**src/rtl/axi_lite_master.sv**
```systemverilog
`default_nettype none
// ============================================================================
//  Module      : axi_lite_master
//  Description : Single-outstanding AXI4-Lite master. Turns one command into
//                one AXI read or write, with a base-address offset, a
//                per-transaction timeout and a saturating error counter.
//  Revision    : 1.0 - initial release
// ============================================================================
module axi_lite_master #(
  parameter int                            C_M_AXI_DATA_WIDTH = 32,
  parameter int                            C_M_AXI_ADDR_WIDTH = 32,
  parameter logic [C_M_AXI_ADDR_WIDTH-1:0] C_BASEADDR         = 32'h00000000,
  parameter int                            C_TIMEOUT_CYCLES   = 256
) (
  input  logic                              clk,
  input  logic                              resetn,
  // command port
  input  logic                              cmd_valid,
  output logic                              cmd_ready,
  input  logic                              cmd_write,
  input  logic [C_M_AXI_ADDR_WIDTH-1:0]     cmd_addr,
  input  logic [C_M_AXI_DATA_WIDTH-1:0]     cmd_wdata,
  input  logic [C_M_AXI_DATA_WIDTH/8-1:0]   cmd_wstrb,
  // response port
  output logic                              rsp_valid,
  input  logic                              rsp_ready,
  output logic                              rsp_write,
  output logic [C_M_AXI_DATA_WIDTH-1:0]     rsp_rdata,
  output logic [1:0]                        rsp_resp,
  output logic                              rsp_timeout,
  // AXI-Lite write side
  output logic [C_M_AXI_ADDR_WIDTH-1:0]     M_AXI_AWADDR,
  output logic                              M_AXI_AWVALID,
  input  logic                              M_AXI_AWREADY,
  output logic [C_M_AXI_DATA_WIDTH-1:0]     M_AXI_WDATA,
  output logic [C_M_AXI_DATA_WIDTH/8-1:0]   M_AXI_WSTRB,
  output logic                              M_AXI_WVALID,
  input  logic                              M_AXI_WREADY,
  input  logic [1:0]                        M_AXI_BRESP,
  input  logic                              M_AXI_BVALID,
  output logic                              M_AXI_BREADY,
  // AXI-Lite read side
  output logic [C_M_AXI_ADDR_WIDTH-1:0]     M_AXI_ARADDR,
  output logic                              M_AXI_ARVALID,
  input  logic                              M_AXI_ARREADY,
  input  logic [C_M_AXI_DATA_WIDTH-1:0]     M_AXI_RDATA,
  input  logic [1:0]                        M_AXI_RRESP,
  input  logic                              M_AXI_RVALID,
  output logic                              M_AXI_RREADY,
  // status
  output logic [15:0]                       err_count
);

  localparam int                  c_strb_w    = C_M_AXI_DATA_WIDTH / 8;
  localparam int                  c_timer_w   = $clog2(C_TIMEOUT_CYCLES + 1);
  localparam logic [c_timer_w-1:0] c_timer_last = c_timer_w'(C_TIMEOUT_CYCLES - 1);
  localparam logic [c_timer_w-1:0] c_timer_one  = c_timer_w'(1);

  typedef enum logic [2:0] {
    IDLE    = 3'd0,
    WR_AW_W = 3'd1,
    WR_B    = 3'd2,
    RD_AR   = 3'd3,
    RD_R    = 3'd4,
    RSP     = 3'd5
  } state_t;

  state_t                          r_state;
  logic                            r_cmd_ready;
  logic [C_M_AXI_ADDR_WIDTH-1:0]   r_addr;
  logic [C_M_AXI_DATA_WIDTH-1:0]   r_wdata;
  logic [c_strb_w-1:0]             r_wstrb;
  logic                            r_awvalid;
  logic                            r_wvalid;
  logic                            r_bready;
  logic                            r_arvalid;
  logic                            r_rready;
  logic                            r_rsp_valid;
  logic                            r_rsp_write;
  logic [C_M_AXI_DATA_WIDTH-1:0]   r_rsp_rdata;
  logic [1:0]                      r_rsp_resp;
  logic                            r_rsp_timeout;
  logic [c_timer_w-1:0]            r_timer;
  logic [15:0]                     r_err_count;

  logic                            w_accept;
  logic                            w_expired;
  logic                            w_aw_done;
  logic                            w_w_done;
  logic                            w_rsp_hs;
  logic                            w_rsp_err;
  logic [C_M_AXI_ADDR_WIDTH-1:0]   w_addr;

  assign w_accept  = cmd_valid & r_cmd_ready;
  assign w_expired = (r_timer >= c_timer_last);
  // A channel counts as done once its VALID has dropped or is handshaking now
  assign w_aw_done = ~r_awvalid | M_AXI_AWREADY;
  assign w_w_done  = ~r_wvalid  | M_AXI_WREADY;
  assign w_rsp_hs  = r_rsp_valid & rsp_ready;
  assign w_rsp_err = (r_rsp_resp != 2'b00) | r_rsp_timeout;
  assign w_addr    = cmd_addr + C_BASEADDR;

  // Transaction sequencer: command capture, AXI handshakes, timeout abort, response hold
  always_ff @(posedge clk or negedge resetn) begin
    if (!resetn) begin
      r_state       <= IDLE;
      r_cmd_ready   <= 1'b0;
      r_addr        <= '0;
      r_wdata       <= '0;
      r_wstrb       <= '0;
      r_awvalid     <= 1'b0;
      r_wvalid      <= 1'b0;
      r_bready      <= 1'b0;
      r_arvalid     <= 1'b0;
      r_rready      <= 1'b0;
      r_rsp_valid   <= 1'b0;
      r_rsp_write   <= 1'b0;
      r_rsp_rdata   <= '0;
      r_rsp_resp    <= 2'b00;
      r_rsp_timeout <= 1'b0;
      r_timer       <= '0;
    end else begin
      case (r_state)
        IDLE: begin
          if (w_accept) begin
            r_cmd_ready <= 1'b0;
            r_addr      <= w_addr;
            r_wdata     <= cmd_wdata;
            r_wstrb     <= cmd_wstrb;
            r_rsp_write <= cmd_write;
            r_timer     <= '0;
            if (cmd_write) begin
              r_state   <= WR_AW_W;
              r_awvalid <= 1'b1;
              r_wvalid  <= 1'b1;
            end else begin
              r_state   <= RD_AR;
              r_arvalid <= 1'b1;
            end
          end else begin
            r_cmd_ready <= 1'b1;
          end
        end
        WR_AW_W: begin
          r_timer <= r_timer + c_timer_one;
          if (w_aw_done && w_w_done) begin
            r_awvalid <= 1'b0;
            r_wvalid  <= 1'b0;
            r_bready  <= 1'b1;
            r_state   <= WR_B;
          end else if (w_expired) begin
            r_awvalid     <= 1'b0;
            r_wvalid      <= 1'b0;
            r_rsp_valid   <= 1'b1;
            r_rsp_timeout <= 1'b1;
            r_rsp_resp    <= 2'b10;
            r_rsp_rdata   <= '0;
            r_state       <= RSP;
          end else begin
            if (M_AXI_AWREADY) r_awvalid <= 1'b0;
            if (M_AXI_WREADY)  r_wvalid  <= 1'b0;
          end
        end
        WR_B: begin
          r_timer <= r_timer + c_timer_one;
          r_bready <= 1'b0;
          r_rsp_valid <= 1'b1;
          r_rsp_rdata <= '0;
          r_state <= RSP;
          if (M_AXI_BVALID) begin
            r_rsp_resp    <= M_AXI_BRESP;
            r_rsp_timeout <= 1'b0;
          end else if (w_expired) begin
            r_rsp_resp    <= 2'b10;
            r_rsp_timeout <= 1'b1;
          end else begin
            r_bready    <= 1'b1;
            r_rsp_valid <= 1'b0;
            r_state     <= WR_B;
          end
        end
        RD_AR: begin
          r_timer <= r_timer + c_timer_one;
          if (M_AXI_ARREADY) begin
            r_arvalid <= 1'b0;
            r_rready  <= 1'b1;
            r_state   <= RD_R;
          end else if (w_expired) begin
            r_arvalid     <= 1'b0;
            r_rsp_valid   <= 1'b1;
            r_rsp_timeout <= 1'b1;
            r_rsp_resp    <= 2'b10;
            r_rsp_rdata   <= '0;
            r_state       <= RSP;
          end
        end
        RD_R: begin
          r_timer <= r_timer + c_timer_one;
          if (M_AXI_RVALID) begin
            r_rready      <= 1'b0;
            r_rsp_valid   <= 1'b1;
            r_rsp_rdata   <= M_AXI_RDATA;
            r_rsp_resp    <= M_AXI_RRESP;
            r_rsp_timeout <= 1'b0;
            r_state       <= RSP;
          end else if (w_expired) begin
            r_rready      <= 1'b0;
            r_rsp_valid   <= 1'b1;
            r_rsp_timeout <= 1'b1;
            r_rsp_resp    <= 2'b10;
            r_rsp_rdata   <= '0;
            r_state       <= RSP;
          end
        end
        RSP: begin
          // cmd_ready rises only after the response handshake, never with it
          if (rsp_ready) begin
            r_rsp_valid <= 1'b0;
            r_cmd_ready <= 1'b1;
            r_state     <= IDLE;
          end
        end
        default: r_state <= IDLE;
      endcase
    end
  end

  // Saturating count of error or timed-out responses, counted at the response handshake
  always_ff @(posedge clk or negedge resetn) begin
    if (!resetn) begin
      r_err_count <= 16'h0000;
    end else if (w_rsp_hs && w_rsp_err && (r_err_count != 16'hFFFF)) begin
      r_err_count <= r_err_count + 16'd1;
    end
  end

  assign cmd_ready     = r_cmd_ready;
  assign rsp_valid     = r_rsp_valid;
  assign rsp_write     = r_rsp_write;
  assign rsp_rdata     = r_rsp_rdata;
  assign rsp_resp      = r_rsp_resp;
  assign rsp_timeout   = r_rsp_timeout;
  assign M_AXI_AWADDR  = r_addr;
  assign M_AXI_AWVALID = r_awvalid;
  assign M_AXI_WDATA   = r_wdata;
  assign M_AXI_WSTRB   = r_wstrb;
  assign M_AXI_WVALID  = r_wvalid;
  assign M_AXI_BREADY  = r_bready;
  assign M_AXI_ARADDR  = r_addr;
  assign M_AXI_ARVALID = r_arvalid;
  assign M_AXI_RREADY  = r_rready;
  assign err_count     = r_err_count;

endmodule
`default_nettype wire

```
**config.mk**
```make
export PLATFORM = sky130hd
export DESIGN_NAME = axi_lite_master
export DESIGN_NICKNAME = d
export VERILOG_FILES = /design/src/rtl/axi_lite_master.sv
export SDC_FILE = /design/constraint.sdc
export NUM_CORES = 1
export LEC_CHECK = 0
export CAP_MARGIN = 20
export CORE_MARGIN = 2
export CORE_UTILIZATION = 42
export CTS_CLUSTER_SIZE = 12
export DETAILED_ROUTE_END_ITERATION = 12
export GPL_TIMING_DRIVEN = 1
export PLACE_DENSITY = 0.81
export RECOVER_POWER = 50
export SLEW_MARGIN = 20
export SYNTH_ARGS = -nofsm -noshare
export SYNTH_HDL_FRONTEND = slang
export SYNTH_SLANG_ARGS = --single-unit
```
**constraint.sdc**
```tcl
create_clock -name clk -period 2.6 [get_ports clk]
set_clock_uncertainty 0.05 [all_clocks]
set_input_delay 0.52 -clock clk [delete_from_list [all_inputs] [get_ports clk]]
set_output_delay 0.52 -clock clk [all_outputs]
set_load 0.01 [all_outputs]
```
==> flow_summary.json <==
{
  "synthCells": 601,
  "grt_pass1_wl_mm": 25.6,
  "synthTopCellsByCount": "nand2_1 (218), dfrtp_1 (139), buf_4 (34)",
  "drt_pass1_iterations": 4,
  "clk_pin_slew_ps": 60,
  "ant_nets": 0,
  "wire_per_inst_um": 16.1,
  "hp-start": "M_AXI_WDATA[31]$_DFFE_PN0P_",
  "min_period_ps": 2310,
  "syn_nets": 718,
  "place_congestion": 0.840,
  "hold_violations": 0,
  "row_count": 43,
  "r2r-end": "rsp_rdata[5]$_DFFE_PN0P_",
  "vias": 5177,
  "worst_setup_path_end_kind": "flop",
  "core_sq_um": 14000,
  "ios": 273,
  "final_nets": 962,
  "synth_edf_count": 0,
  "multi_input_area_sq_um": 2140,
  "htreeDepth": 4,
  "final_cell_area_sq_um": 9360,
  "cts_tree": "built",
  "maxClockFrequency_mhz": 432,
  "ir_worst_vdd_mv": 0.580,
  "grt_max_degree": 76,
  "clockBufferDepth": 2,
  "synth_area_per_cell_sq_um": 10.1,
  "synth_most_common_cell": "nand2_1",
  "n_fill_cell": 1102,
  "synth_top_area_cell": "dfrtp_1",
  "r2r_start": "r_timer[3]$_DFFE_PN0P_",
  "worstSetupStartpointType": "flop",
  "final_layout_size_suffix_gt1_frac": 0.0734,
  "hold_path_depth": 2,
  "die_h_um": 124,
  "viasPerCell": 4.99,
  "post-place-cells": 1005,
  "seq_area_frac_synth": 0.575,
  "die_area_sq_um": 15400,
  "drt_iter0_markers": 286,
  "power.density_nw_per_um2": 1210,
  "clock_sinks": 139,
  "yosys-top-cells-area": "dfrtp_1 (57%), nand2_1 (14%), a22o_1 (4.5%)",
  "hold_class": "flop to flop",
  "holdPathEnd": "M_AXI_WDATA[31]$_DFFE_PN0P_",
  "seqCellArea_sq_um": 3480,
  "synth-main-ff-cell": "dfrtp_1",
  "fin_crit_sh": 0.890,
  "synth-seq-cells": 139,
  "drc": 0,
  "gr-total-overflow": 0,
  "max_cap_viol_count": 0,
  "ys_async_sr_fraction": 1.00,
  "start_util": 0.433,
  "cp_max_fo": 27,
  "arrival_ps": 2610,
  "post_dp_cell_area_sq_um": 8730,
  "required_ps": 2900,
  "rsz0062_at_grt": "false",
  "root_buffer": "clkbuf_16",
  "insertion_delay_ps": 420,
  "fin_tns_setup_ps": 0,
  "stdcell_count": 1038,
  "yosys.area.top_type_share": 0.575,
  "p_leak_nw": 4.31,
  "finalSetupViolations": 0,
  "reg2reg_slack_ps": 290,
  "syn_to_final_growth_pct": 54.5,
  "grt_usage": 0.221,
  "netlist_area_sq_um": 6050,
  "io_buffers": 272,
  "grt_pass1_vias": 5109,
  "diodes": 0,
  "tightestPinTransition_ps": 1200,
  "slew_violations": 0,
  "antenna_found_initial": 0,
  "drt-total-wl_mm": 16.7,
  "crit_type": "flop to flop",
  "cts_made_buffers": 17,
  "dp.final_hpwl_mm": 12.3,
  "synth_cell_type_count": 61,
  "worst_r2r_path_depth": 10,
  "max-slew-margin-rel": 0.202,
  "die_w_um": 124,
  "yosys_warnings": 0,
  "status": "finished clean"
}
-- repair_timing --
| item | CTS | global route |
|---|---|---|
| endpoints found under the hold margin | 44 | 0 |
| setup buffers | 0 | 0 |
| hold buffers | 1 | 0 |
| resized for setup | 0 | 0 |
-- routing by layer --
layer / wire, um / track usage / vias up / share of wire
met4: 359 / 0.0857 / 0 / 0.021
met5: 0 / 0 / - / 0
met1: 6490 / 0.249 / 2461 / 0.39
met2: 8400 / 0.379 / 219 / 0.50
li1: - / - / 2472 / -
met3: 1470 / 0.0820 / 25 / 0.088
-- metrics by stage --
stage               utilization  power [mW]  hold WS, ps  worst slack [ps]
global route              0.669        12.1          442               145
CTS                       0.672        11.5          425               261
detailed placement        0.624        8.82          411               177
global placement          0.624        8.72          407               252
floorplan                     -        6.20          174               474
finish                    0.669        11.3          414               287
-- flip-flops by register name (all words and copies together), names as in the netlist --
register       cells
M_AXI_ARADDR      32
M_AXI_WDATA       32
rsp_rdata         32
err_count         16
r_timer            9
M_AXI_WSTRB        4
r_state            3
rsp_resp           2
M_AXI_ARVALID      1
M_AXI_AWVALID      1
M_AXI_BREADY       1
M_AXI_RREADY       1
M_AXI_WVALID       1
cmd_ready          1
rsp_timeout        1
rsp_valid          1
rsp_write          1
-- placed cells by master, fill, tap and decap left out, types with 5 or more instances in the layout --
cell / n
nand4_1: 8
nor2_1: 18
a22o_1: 31
dfrtp_1: 139
xnor2_1: 9
bufinv_16: 5
o21ai_0: 9
dlygate4sd3_1: 12
nand3_1: 11
a21oi_1: 16
and3_1: 7
nand2_1: 218
inv_1: 6
xor2_1: 7
clkdlybuf4s50_1: 260
clkbuf_16: 17
-- how the worst max path moves through the flow --
stage | from | to | slack (ps) | cells after the start
floorplan | r_timer[3]$_DFFE_PN0P_ | rsp_rdata[10]$_DFFE_PN0P_ | 470 | 10
global placement | M_AXI_AWREADY | rsp_rdata[0]$_DFFE_PN0P_ | 250 | 7
finish | r_timer[3]$_DFFE_PN0P_ | rsp_rdata[5]$_DFFE_PN0P_ | 290 | 10
CTS | r_timer[3]$_DFFE_PN0P_ | rsp_rdata[5]$_DFFE_PN0P_ | 260 | 10
global route | r_timer[0]$_DFFE_PN0P_ | rsp_rdata[5]$_DFFE_PN0P_ | 150 | 10
detailed placement | M_AXI_AWREADY | rsp_rdata[5]$_DFFE_PN0P_ | 180 | 7
-- where the power goes --
part / internal (mW) / switching, mW / leakage (nW) / total, mW
registers: 3.08 / 0.688 / 1.78 / 3.77
logic: 2.70 / 2.22 / 2.21 / 4.93
clock network: 1.75 / 0.888 / 0.316 / 2.63
-- critical path, cell delays in order, from the launching register on --
cell     delay [ps]
dfrtp_1         410
and3_2          260
nand2_1          90
nor2_1           50
ha_1            160
or2_2           290
a41oi_4         240
a21oi_4          80
nor2_4          240
buf_12          210
a22o_1          160
-- logic make-up (layout without fill, tap and decap cells) --
kind of cell | count (synthesis) | after routing | share of synthesized area
AND/OR/NAND/NOR | 292 | 292 | 0.210
flip-flops | 139 | 139 | 0.575
AO/OA/AOI/OAI | 85 | 85 | 0.111
buffers and inverters | 64 | 321 | 0.0707
XOR/XNOR | 16 | 16 | 0.0232
adder cells (fa/ha/maj) | 3 | 3 | 0.00620
multiplexers | 2 | 2 | 0.00413
-- layout make-up --
type,instances,share of cell area
Sequential cell,139,0.372
Tap cell,180,0.0241
Inverter,6,0.00241
Multi-Input combinational cell,398,0.229
Timing Repair Buffer,283,0.303
Clock inverter,12,0.0207
Clock buffer,20,0.0488
Power figures use the tool's default switching activity.
